<file path="src/rtl/mcu_uart_rx.sv">
// rtl/mcu_uart_rx.sv - 8N1 UART receiver with FWFT byte FIFO and sticky error flags.
// Optional even-parity bit between data and stop when UART_RX_PARITY_EN is defined.
`ifndef UART_TX_BAUD_PERIOD
`define UART_TX_BAUD_PERIOD 16
`endif

module mcu_uart_rx #(
  parameter int BAUD_PERIOD = `UART_TX_BAUD_PERIOD,
  parameter int FIFO_DEPTH  = 4
) (
  input  logic       clk,
  input  logic       reset,
  input  logic       RXD,
  input  logic       read_ack,
  input  logic       clear_errors,
  output logic [7:0] data_out,
  output logic       data_valid,
  output logic       fifo_full,
  output logic       framing_error,
  output logic       overflow,
  output logic       parity_error,
  output logic       rx_busy
);

  localparam int CW = $clog2(BAUD_PERIOD);
  localparam int AW = $clog2(FIFO_DEPTH);
  localparam logic [CW-1:0] HALF_LOAD = CW'(BAUD_PERIOD / 2 - 1);
  localparam logic [CW-1:0] FULL_LOAD = CW'(BAUD_PERIOD - 1);

  typedef enum logic [2:0] {
    IDLE,
    START,
    DATA,
`ifdef UART_RX_PARITY_EN
    PARITY,
`endif
    STOP,
    BREAK
  } state_t;

  state_t          state, state_next;
  logic            rxd_meta, rxd_s;
  logic [CW-1:0]   cnt, cnt_next;
  logic [2:0]      bit_idx, bit_idx_next;
  logic [7:0]      shift, shift_next;
  logic            push;
  logic            set_framing;

  always_ff @(posedge clk or posedge reset) begin
    if (reset) begin
      rxd_meta <= 1'b1;
      rxd_s    <= 1'b1;
    end else begin
      rxd_meta <= RXD;
      rxd_s    <= rxd_meta;
    end
  end

  always_ff @(posedge clk or posedge reset) begin
    if (reset) begin
      state   <= IDLE;
      cnt     <= '0;
      bit_idx <= '0;
      shift   <= '0;
    end else begin
      state   <= state_next;
      cnt     <= cnt_next;
      bit_idx <= bit_idx_next;
      shift   <= shift_next;
    end
  end

`ifdef UART_RX_PARITY_EN
  logic set_parity;
`endif

  always_comb begin
    state_next   = state;
    cnt_next     = cnt;
    bit_idx_next = bit_idx;
    shift_next   = shift;
    push         = 1'b0;
    set_framing  = 1'b0;
`ifdef UART_RX_PARITY_EN
    set_parity   = 1'b0;
`endif
    case (state)
      IDLE: begin
        if (!rxd_s) begin
          cnt_next   = HALF_LOAD;
          state_next = START;
        end
      end
      START: begin
        if (cnt != '0) begin
          cnt_next = cnt - CW'(1);
        end else if (rxd_s) begin
          state_next = IDLE;
        end else begin
          cnt_next     = FULL_LOAD;
          bit_idx_next = '0;
          state_next   = DATA;
        end
      end
      DATA: begin
        if (cnt != '0) begin
          cnt_next = cnt - CW'(1);
        end else begin
          shift_next   = {rxd_s, shift[7:1]};
          cnt_next     = FULL_LOAD;
          bit_idx_next = bit_idx + 3'd1;
          if (bit_idx == 3'd7) begin
`ifdef UART_RX_PARITY_EN
            state_next = PARITY;
`else
            state_next = STOP;
`endif
          end
        end
      end
`ifdef UART_RX_PARITY_EN
      PARITY: begin
        if (cnt != '0) begin
          cnt_next = cnt - CW'(1);
        end else begin
          set_parity = (rxd_s != ^shift);
          cnt_next   = FULL_LOAD;
          state_next = STOP;
        end
      end
`endif
      STOP: begin
        if (cnt != '0) begin
          cnt_next = cnt - CW'(1);
        end else if (rxd_s) begin
          push       = 1'b1;
          state_next = IDLE;
        end else begin
          set_framing = 1'b1;
          state_next  = BREAK;
        end
      end
      BREAK: begin
        // Wait out a held-low line so it reports one framing error, not many.
        if (rxd_s) state_next = IDLE;
      end
      default: state_next = IDLE;
    endcase
  end

  assign rx_busy = (state != IDLE);

  logic [7:0]  mem [FIFO_DEPTH];
  logic [AW:0] wr_ptr, rd_ptr;
  logic        empty, full, pop, wr_en, drop;

  assign empty = (wr_ptr == rd_ptr);
  assign full  = (wr_ptr[AW] != rd_ptr[AW]) && (wr_ptr[AW-1:0] == rd_ptr[AW-1:0]);
  assign pop   = read_ack && !empty;
  // A pop in the same cycle frees the slot being written, so a full FIFO still accepts.
  assign wr_en = push && (!full || pop);
  assign drop  = push && full && !pop;

  always_ff @(posedge clk) begin
    if (wr_en) mem[wr_ptr[AW-1:0]] <= shift;
  end

  always_ff @(posedge clk or posedge reset) begin
    if (reset) begin
      wr_ptr <= '0;
      rd_ptr <= '0;
    end else begin
      if (wr_en) wr_ptr <= wr_ptr + 1'b1;
      if (pop)   rd_ptr <= rd_ptr + 1'b1;
    end
  end

  assign data_out   = empty ? 8'h00 : mem[rd_ptr[AW-1:0]];
  assign data_valid = !empty;
  assign fifo_full  = full;

  always_ff @(posedge clk or posedge reset) begin
    if (reset) begin
      framing_error <= 1'b0;
      overflow      <= 1'b0;
    end else begin
      if (set_framing)       framing_error <= 1'b1;
      else if (clear_errors) framing_error <= 1'b0;
      if (drop)              overflow <= 1'b1;
      else if (clear_errors) overflow <= 1'b0;
    end
  end

`ifdef UART_RX_PARITY_EN
  always_ff @(posedge clk or posedge reset) begin
    if (reset)             parity_error <= 1'b0;
    else if (set_parity)   parity_error <= 1'b1;
    else if (clear_errors) parity_error <= 1'b0;
  end
`else
  assign parity_error = 1'b0;
`endif

endmodule

</file>
<file path="config.mk">
export PLATFORM = sky130hd
export DESIGN_NAME = mcu_uart_rx
export DESIGN_NICKNAME = d
export VERILOG_FILES = /design/src/rtl/mcu_uart_rx.sv
export SDC_FILE = /design/constraint.sdc
export NUM_CORES = 1
export LEC_CHECK = 0
export BUFFER_PORTS_ARGS = -buffer_cell sky130_fd_sc_hd__buf_4
export CAP_MARGIN = 20
export CORE_AREA = 2 2 89 91
export CTS_CLUSTER_DIAMETER = 150
export DETAILED_ROUTE_END_ITERATION = 7
export DIE_AREA = 0 0 91 93
export SLEW_MARGIN = 20
export SYNTH_ARGS = -nofsm -noshare
export SYNTH_HDL_FRONTEND = slang
export SYNTH_SLANG_ARGS = --single-unit
</file>
<file path="constraint.sdc">
create_clock -name clk -period 5.2 [get_ports clk]
set_input_delay 0.26 -clock clk [delete_from_list [all_inputs] [get_ports clk]]
set_output_delay 0.26 -clock clk [all_outputs]
set_load 0.02 [all_outputs]
</file>
==> run_results.csv <==
group,metric,value,unit
clocking,cts_tree,"built",
floorplan,die_area,8460,um2
route,vias,1422,
yosys,synthXorXnorAreaFrac,2.32,%
route,routedWlPerCell,13.5,um
timing,skew,0.0121,ns
finish,fin_area,3060,um2
global_routing,grt_pass1_wl,6990,um
route,drc,0,
worst_setup_path,r2r-end,"mem[3][7]$_DFFE_PP_",
yosys,synth_cell_types,44,
timing,timing.hold.ws,0.0277,ns
yosys,syn_area,2650,um2
global_routing,grt_pass1_vias,1399,
route,routed_wl,4150,um
timing,tightest_slew,0.725,ns
place,preCtsSetupSlack,2.91,ns
worst_setup_path,crit_path_max_fanout,11,
global_routing,track_usage,10.9,%
timing,slew_headroom,51.4,%
global_routing,grt.overflow.total,0,
global_routing,antenna_found_initial,0,
global_routing,grt_max_degree,29,
floorplan,rows,32,
run,maxCapViolations,0,
min_path,whs_path_depth,1,
yosys,yosysSeqAreaShare,62.9,%
route,routed_via_density,4.62,
yosys,syn_area_per_cell,14.9,um2
place,postPlaceCellArea,2850,um2
finish,final_cell_mix,"32 x edfxtp_1, 26 x dfrtp_1, 18 x buf_4, 12 x and2_1, 11 x nand2_1",
clocking,cts-buffers-inserted,9,
finish,drive_gt1_share,29.1,%
yosys,synth_async_sr_flop_share,46.7,%
yosys,synth-simple-area-share,11.6,%
floorplan,initial_core_util,35.1,%
finish,final_common_cell,"edfxtp_1",
place,dp_hpwl,2830,um
power_and_ir_drop,finalPower,1.57,mW
finish,area_delta_synth_final,15.8,%
clocking,clock_latency,0.34,ns
yosys,synth.net_count,191,
timing,fin_tns_setup,0,ns
yosys,yosys_warnings,0,
clocking,clk_pin_slew,0.07,ns
yosys,synth_compound_area_share,4.30,%
finish,instances_no_fill,308,
worst_setup_path,path_class,"flip-flop to output port",
worst_setup_path,crit_start,"rd_ptr[0]$_DFFE_PP0P_",
yosys,netlist_instances,178,
yosys,synth_top_family_by_area,"multiplexers",
route,postRouteAntennaNets,0,
timing,min_period,2.29,ns
yosys,synth-seq-cells,60,
worst_setup_path,rr_worst_depth,5,
worst_setup_path,worstPathRequired,4.94,ns
timing,rsz0062_at_grt,"false",
finish,fillerInstances,726,
min_path,worstHoldStart,"RXD",
timing,timing.fmax,436,MHz
power_and_ir_drop,ir_worst_vdd,0.197,mV
floorplan,io_pins,19,
timing,post-route-period-util,44.1,%
min_path,hold_class,"input port to flip-flop",
timing,setup_violations,0,
finish,antenna_cells,0,
place,routabilityCongestion,0.762,
worst_setup_path,critPathCaptureType,"output port",
finish,fin_util,40.7,%
run_status,status,"complete, no violations",
finish,nNetsFinal,214,
worst_setup_path,rrSetupSlack,2.94,ns
yosys,synth_fa_ha_area_share,3.78,%
yosys,synth_mux_area_share,11.8,%
timing,drv_slew,0,
clocking,htreeDepth,3,
route,drt_iter0_drc,37,
floorplan,die_y,93,um
power_and_ir_drop,pwr_density_cell,514,nW/um2
yosys,synth_edf_count,32,
floorplan,design.core.area,7530,um2
clocking,cts_buffer_depth,2,
min_path,holdPathEnd,"rxd_meta$_DFF_PP1_",
power_and_ir_drop,p_leak,1.20,nW
floorplan,die_w,91,um
worst_setup_path,arrival,2.03,ns
yosys,synthFlopType,"edfxtp_1",
route,dr.pass1.iters,4,
place,numPortBuffers,17,
place,dp.cells,291,
worst_setup_path,worstSetupStartpointType,"flip-flop",
clocking,clock-sinks,60,
clocking,cts_root_buf,"clkbuf_8",
timing,hold_viol_final,0,
timing,fin_ws,2.91,ns
worst_setup_path,r2r-start,"cnt[0]$_DFFE_PP0P_",
## final cells by class
class	count	area [um2]	area share, %
clock buffer	9	124	4.04
timing repair buffer	19	145	4.74
multi-input combinational	104	900	29.4
sequential	60	1660	54.3
clock inverter	7	76.3	2.49
inverter	7	26.3	0.858
tap	102	128	4.17
## power by group
group          internal (mW)  total [mW]  switching [mW]  leakage (nW)
clock network          0.223       0.414           0.191        0.0958
logic                  0.263       0.498           0.235         0.470
registers              0.556       0.662           0.106         0.634
## sequential cells by signal, summed over array words and instances (netlist names)
signal and cells:
state 3, overflow 1, bit_idx 3, mem 32, cnt 4, shift 8
rxd_meta 1, framing_error 1, rxd_s 1, wr_ptr 3, rd_ptr 3
## cells by family after synthesis
logic type               count (synthesis)
AND/OR/NAND/NOR                         51
flip-flops                              60
other                                    1
multiplexers                            20
adder cells (fa/ha/maj)                  8
XOR/XNOR                                 7
buffers and inverters                   14
AO/OA/AOI/OAI                           17
## synth_stat cells, types with 4 or more instances
master	n	area, um2
ha_1	8	100
nor3_1	4	20.0
mux4_2	8	180
edfxtp_1	32	961
inv_1	7	26.3
nor2_1	7	26.3
dfrtp_1	26	651
a21oi_1	5	25.0
and2_1	12	75.1
mux2_2	9	101
nand2_1	11	41.3
o22ai_1	5	31.3
xnor2_1	4	35.0
## how the worst max path moves through the flow
stage | endpoint | slack (ns) | cells past startpoint
floorplan | mem[3][0]$_DFFE_PP_ | 3.21 | 5
global placement | mem[3][1]$_DFFE_PP_ | 2.95 | 5
detailed placement | mem[3][1]$_DFFE_PP_ | 2.91 | 5
CTS | data_out[3] | 2.81 | 4
global route | data_out[7] | 2.67 | 4
finish | data_out[3] | 2.91 | 4
## worst max-delay path, cell delays in order, from the launching register on
cell      delay (ns)
dfrtp_1         0.75
xnor2_1         0.22
nand3b_1        0.32
and2_1          0.25
buf_4           0.15
## metal layers
| layer | track usage [%] | share of wire, % |
|---|---|---|
| met1 | 14.4 | 49 |
| met5 | 0 | 0 |
| met3 | 3.63 | 3.3 |
| met4 | 5.68 | 1.5 |
| met2 | 16.0 | 46 |
## what timing repair did
| item | in CTS | in global routing |
|---|---|---|
| hold buffers | 1 | 0 |
| resized for setup | 0 | 0 |
| setup buffers | 0 | 0 |
| hold endpoints to repair | 20 | 0 |
Note: power is estimated with default switching activity, not from simulation.
